==> config.mk <==
export PLATFORM = sky130hd
export DESIGN_NAME = tx_packet_scheduler
export DESIGN_NICKNAME = d
export VERILOG_FILES = /design/src/rtl/tx_packet_scheduler.sv
export SDC_FILE = /design/constraint.sdc
export NUM_CORES = 1
export LEC_CHECK = 0
export ABC_AREA = 1
export CAP_MARGIN = 20
export CELL_PAD_IN_SITES_DETAIL_PLACEMENT = 1
export CELL_PAD_IN_SITES_GLOBAL_PLACEMENT = 1
export CORE_ASPECT_RATIO = 0.75
export CORE_MARGIN = 10
export CORE_UTILIZATION = 35
export CTS_BUF_LIST = sky130_fd_sc_hd__clkbuf_4
export DETAILED_ROUTE_END_ITERATION = 10
export PLACE_DENSITY = 0.73
export SYNTH_ARGS = -nofsm -noshare
export SYNTH_HDL_FRONTEND = slang
export SYNTH_SLANG_ARGS = --single-unit
==> constraint.sdc <==
create_clock -name clk -period 1.9 [get_ports clk]
set_input_delay 0.19 -clock clk [delete_from_list [all_inputs] [get_ports clk]]
set_output_delay 0.19 -clock clk [all_outputs]
set_load 0.02 [all_outputs]
==> src/rtl/tx_packet_scheduler.sv <==
// Transmit scheduler: watches four message words, detects changes and serialises
// them as single-cycle UART FIFO writes with round-robin fairness, a one-cycle
// gap after every write, and a periodic keepalive re-send of the connection word.
module tx_packet_scheduler #(
    parameter int unsigned KEEPALIVE_CYCLES = 650_000
) (
    input  logic       clk,
    input  logic       rst,
    input  logic [7:0] data_game_state_sel,
    input  logic [7:0] data_shoot_control,
    input  logic [7:0] data_mouse_control,
    input  logic [7:0] data_score_control,
    input  logic       tx_full,
    output logic [7:0] w_data,
    output logic       wr_uart,
    output logic       busy
);

    localparam logic [19:0] KaLast = 20'(KEEPALIVE_CYCLES - 1);

    typedef enum logic [0:0] {StIdle, StGap} state_e;

    state_e          state_q, state_d;
    logic [3:0][7:0] data_in;
    logic [3:0][7:0] last_sent_q, last_sent_d;
    logic [3:0]      pending_q, pending_d;
    logic [1:0]      rr_ptr_q, rr_ptr_d;
    logic [19:0]     ka_cnt_q, ka_cnt_d;
    logic [7:0]      w_data_q, w_data_d;
    logic            wr_uart_q, wr_uart_d;
    logic            grant_valid;
    logic [1:0]      grant_idx;
    logic [1:0]      cand;

    // Index 0 is the connection word, which is also the keepalive source.
    assign data_in = {data_score_control, data_mouse_control,
                      data_shoot_control, data_game_state_sel};

    // Round-robin arbiter: first pending source at or after rr_ptr (mod 4).
    always_comb begin
        grant_valid = 1'b0;
        grant_idx   = rr_ptr_q;
        cand        = rr_ptr_q;
        // Walk offsets high to low so the smallest offset wins.
        for (int k = 3; k >= 0; k--) begin
            cand = rr_ptr_q + 2'(k);
            if (pending_q[cand]) begin
                grant_valid = 1'b1;
                grant_idx   = cand;
            end
        end
    end

    // Next-state: change detection, keepalive, then grant (grant clears last).
    always_comb begin
        state_d     = state_q;
        last_sent_d = last_sent_q;
        pending_d   = pending_q;
        rr_ptr_d    = rr_ptr_q;
        w_data_d    = w_data_q;
        wr_uart_d   = 1'b0;
        ka_cnt_d    = ka_cnt_q + 20'd1;

        for (int i = 0; i < 4; i++) begin
            if (data_in[i] != last_sent_q[i]) begin
                if (data_in[i][2:0] == 3'b000) begin
                    // "No message" words are absorbed without transmission.
                    last_sent_d[i] = data_in[i];
                    pending_d[i]   = 1'b0;
                end else begin
                    pending_d[i] = 1'b1;
                end
            end
        end

        if (wr_uart_q) begin
            ka_cnt_d = '0;
        end else if (ka_cnt_q == KaLast && data_in[0][2:0] != 3'b000) begin
            pending_d[0] = 1'b1;
            ka_cnt_d     = '0;
        end

        unique case (state_q)
            StIdle: begin
                if (!tx_full && grant_valid) begin
                    state_d                = StGap;
                    w_data_d               = data_in[grant_idx];
                    wr_uart_d              = 1'b1;
                    last_sent_d[grant_idx] = data_in[grant_idx];
                    pending_d[grant_idx]   = 1'b0;
                    rr_ptr_d               = grant_idx + 2'd1;
                end
            end
            StGap: begin
                // Spacing cycle covers the one-cycle lag of tx_full.
                state_d = StIdle;
            end
            default: state_d = StIdle;
        endcase
    end

    // State registers with synchronous active-low reset.
    always_ff @(posedge clk) begin
        if (!rst) begin
            state_q     <= StIdle;
            last_sent_q <= '0;
            pending_q   <= '0;
            rr_ptr_q    <= '0;
            ka_cnt_q    <= '0;
            w_data_q    <= '0;
            wr_uart_q   <= 1'b0;
        end else begin
            state_q     <= state_d;
            last_sent_q <= last_sent_d;
            pending_q   <= pending_d;
            rr_ptr_q    <= rr_ptr_d;
            ka_cnt_q    <= ka_cnt_d;
            w_data_q    <= w_data_d;
            wr_uart_q   <= wr_uart_d;
        end
    end

    assign w_data  = w_data_q;
    assign wr_uart = wr_uart_q;
    assign busy    = (|pending_q) || (state_q == StGap);

endmodule

==> summary.md <==
| Metric | Value |
|---|---|
| Wire length of the first global-routing pass | `24.0 mm` |
| HP Start | `ka_cnt_q[0]$_SDFF_PP0_` |
| TritonCTS clock tree | `done` |
| Main flop type after synthesis | `dfxtp_1` |
| Vias | `4588` |
| Core Footprint | `10400 sq um` |
| Leak | `0.00252 uW` |
| IO Port Bufs | `44` |
| Post-synth ARST share | `0%` |
| Max Cap Viol | `0` |
| Worst relative slew slack | `65.8%` |
| EDFF count, synth | `0` |
| Vias in the first global route | `4512` |
| WHS Endpoint | `ka_cnt_q[0]$_SDFF_PP0_` |
| Die Wd | `140 um` |
| Rows | `32` |
| Reg power frac | `18.9%` |
| R2R cell count | `16` |
| Count leader, synth | `nand2_1` |
| Hold depth | `1` |
| Worst slew pin tran | `0.509 ns` |
| Compound-cell area share of the yosys netlist | `13.1%` |
| Final Cycle Share | `113%` |
| Post-synthesis mux area share | `0%` |
| CP Launch Type | `flop` |
| Reg clk slew, reported paths | `0.12 ns` |
| Die area | `15300 sq um` |
| Initial antenna violation count | `0` |
| Crit Path Max Fanout | `8` |
| Share of layout cells above drive strength 1 | `43.4%` |
| R2R setup slack | `-0.26 ns` |
| Post-DRT Antenna Nets | `0` |
| Synth Area in Simple Gates | `35.5%` |
| I/O Pins | `45` |
| CP Capture Type | `flop` |
| Fin Clk Skew | `0.0114 ns` |
| Total grt overflow | `0` |
| Final worst slack | `-0.255 ns` |
| Failing checks | `negative setup slack` |
| Total CTS buffers | `9` |
| Combinational family with the most area after synthesis | `simple AND/OR/NAND/NOR gates` |
| Cell variety after synth | `33` |
| Syn_nets | `589` |
| Maximum vdd ir drop | `0.703 mV` |
| Worst EP required | `2.26 ns` |
| Clock root buffer | `clkbuf_4` |
| Status | `finished, violations left` |
| Power Density | `1700 nW/um^2` |
| Crit path DAT | `2.51 ns` |
| Peak Freq | `464 MHz` |
| 1st-iter DRT viols | `301` |
| WL/cell | `22.8 um` |
| All-layer global routing usage | `19.5%` |
| H-tree depth | `3` |
| Period minus WS final | `2.16 ns` |
| Final Cell Area | `6270 sq um` |
| Die Y | `110 um` |
| Sequential share of the synthesized area | `35.7%` |
| Starting density of the core | `36.2%` |
| Internal Power | `5290 uW` |
| R2r endpoint | `last_sent_q[15]$_SDFF_PN0_` |
| Ant diodes | `0` |
| Cell taking the most area after synthesis | `dfxtp_1` |
| Largest cells by area after synthesis | `dfxtp_1 (36%), nand2_1 (14%), nand3_1 (8.9%), a21oi_1 (6.8%), xnor2_1 (6.1%)` |
| HPWL Detailed | `10.5 mm` |
| Final nets | `719` |
| P_sw | `5360 uW` |
| Mapped Cells | `550` |
| Sw frac | `50.3%` |
| CTS Buffer Depth | `2` |
| Final setup viols | `45` |
| Post-Synth Adder-Cell Area | `1.33%` |
| XOR/XNOR share of the synthesized area | `7.46%` |
| Final wirelength | `18.7 mm` |
| GP Congestion | `0.860` |
| Max-slew violations | `0` |
| Post-DP Area | `4790 sq um` |
| Syn. warnings | `0` |
| Post-route DRC violation count | `0` |
| Synth Register Bits | `67` |
| Yosys top cell area share | `35.7%` |
| Part of the power in the clock network | `9.5%` |
| Via density per instance | `5.59` |
| HP Class | `flop to flop` |
| Total power | `10600 uW` |
| Largest net degree at the start of global routing | `33` |
| Mapped cell area | `3760 sq um` |
| Syn-to-layout area delta | `66.9%` |
| Clk sinks | `67` |
| Syn_area_per_cell | `6.83 sq um` |
| Reg2reg start | `rr_ptr_q[0]$_SDFFE_PN0P_` |
| Synth top cells by count | `nand2_1 (139), dfxtp_1 (67), nand3_1 (67)` |
| CP Class | `flop to flop` |
| Final hold viol count | `0` |
| RSZ-0062 raised after global routing | `true` |
| Logic gate share of total power | `71.6%` |
| 1st-pass router iterations | `6` |
| Clk_lat worst skew | `0.44 ns` |
-- layer usage --
metal	share of wire [%]	global-route usage, %	up-vias
met5	0	0	-
met4	4.1	5.07	0
met3	6.4	4.61	64
met2	50	33.7	212
met1	39	24.0	2223
li1	-	-	2089
-- worst max-delay path: stages, from the launching register on --
cell and delay (ns):
dfxtp_4 0.39, buf_12 0.14, nand2_4 0.07, nand2_4 0.06, nand2_2 0.10, nand2_2 0.07
nand2_2 0.09, nand2_4 0.07, nand2_4 0.06, nand2_4 0.07, nand2_8 0.11, buf_12 0.15
ha_4 0.19, nand2_8 0.10, nor2_4 0.16, nor2_1 0.06, a21oi_1 0.18
-- through the flow --
stage | hold slack [ns] | TNS [ns] | util, % | cells | setup WS, ns
2_1_floorplan | 0.350 | -0.0309 | - | 550 | -0.0154
3_3_place_gp | 0.432 | -2.33 | 46.2 | 777 | -0.137
3_5_place_dp | 0.450 | -6.25 | 46.2 | 777 | -0.223
4_1_cts | 0.436 | -0.531 | 54.0 | 806 | -0.0503
5_1_grt | 0.499 | -9.49 | 60.5 | 821 | -0.286
6_report | 0.476 | -6.20 | 60.5 | 821 | -0.255
-- power by group through the flow --
stage	logic, uW	registers [uW]	clock network, uW
6_report	7620	2010	1010
5_1_grt	7910	2040	1080
4_1_cts	5790	1970	1010
3_5_place_dp	4140	1980	0
3_3_place_gp	4030	1970	0
2_1_floorplan	2480	1970	0
-- worst max path at each step --
stage | slack [ns] | cells past startpoint | start | end
after floorplan | -0.02 | 18 | rr_ptr_q[0]$_SDFFE_PN0P_ | last_sent_q[24]$_SDFF_PN0_
after global placement | -0.14 | 14 | rr_ptr_q[0]$_SDFFE_PN0P_ | last_sent_q[20]$_SDFF_PN0_
final | -0.26 | 16 | rr_ptr_q[0]$_SDFFE_PN0P_ | last_sent_q[15]$_SDFF_PN0_
after CTS | -0.05 | 16 | rr_ptr_q[0]$_SDFFE_PN0P_ | last_sent_q[21]$_SDFF_PN0_
after global routing | -0.29 | 15 | pending_q[3]$_SDFF_PN0_ | last_sent_q[3]$_SDFF_PN0_
after detailed placement | -0.22 | 14 | rr_ptr_q[0]$_SDFFE_PN0P_ | last_sent_q[20]$_SDFF_PN0_
-- flip-flops by register name, indices dropped and copies added (netlist names) --
name and cells:
state_q 1, last_sent_q 32, rr_ptr_q 2, ka_cnt_q 20, w_data 8, pending_q 4
-- layout make-up --
class,count,area (sq um)
multi-input cells,425,3120
repair buffers,130,1240
well taps,136,170
inverters,46,228
clock buffers,11,82.6
flip-flops and latches,67,1370
clock inverters,5,53.8
fillers,1203,4100
repair inverters,1,8.76
-- repair_timing --
| action | 4_1_cts | 5_1_grt |
|---|---|---|
| pin swaps | 29 | 44 |
| setup endpoints to repair | 48 | 56 |
| gates resized for setup | 136 | 138 |
| hold buffers | 0 | 0 |
| buffers inserted | 9 | 16 |
| gates cloned | 4 | 0 |
-- cell families after synthesis --
kind of cell | count (synthesis)
compound gates | 93
flops | 67
xor+xnor | 32
fa+ha+maj | 4
buf+inv | 60
simple gates | 294
-- layout by cell type, fill, tap and decap left out, types with 7 or more instances in the layout --
| master | Yosys | final |
|---|---|---|
| nand2_1 | 139 | 92 |
| buf_4 | 1 | 61 |
| dfxtp_1 | 67 | 60 |
| clkdlybuf4s50_1 | 0 | 43 |
| nand3_2 | 4 | 35 |
| nor2_1 | 41 | 31 |
| nand2_4 | 1 | 29 |
| inv_1 | 36 | 27 |
| nand2_2 | 11 | 27 |
| a21oi_2 | 0 | 27 |
| xnor2_1 | 26 | 26 |
| a21oi_1 | 51 | 24 |
| nand3_1 | 67 | 22 |
| o21ai_0 | 25 | 18 |
| buf_6 | 2 | 17 |
| nand3_4 | 2 | 16 |
| clkbuf_4 | 0 | 11 |
| nor3_1 | 12 | 10 |
| nand4_1 | 9 | 9 |
| inv_2 | 5 | 7 |
| nor2_2 | 0 | 7 |
No activity file was read; power rests on OpenSTA's default activity.
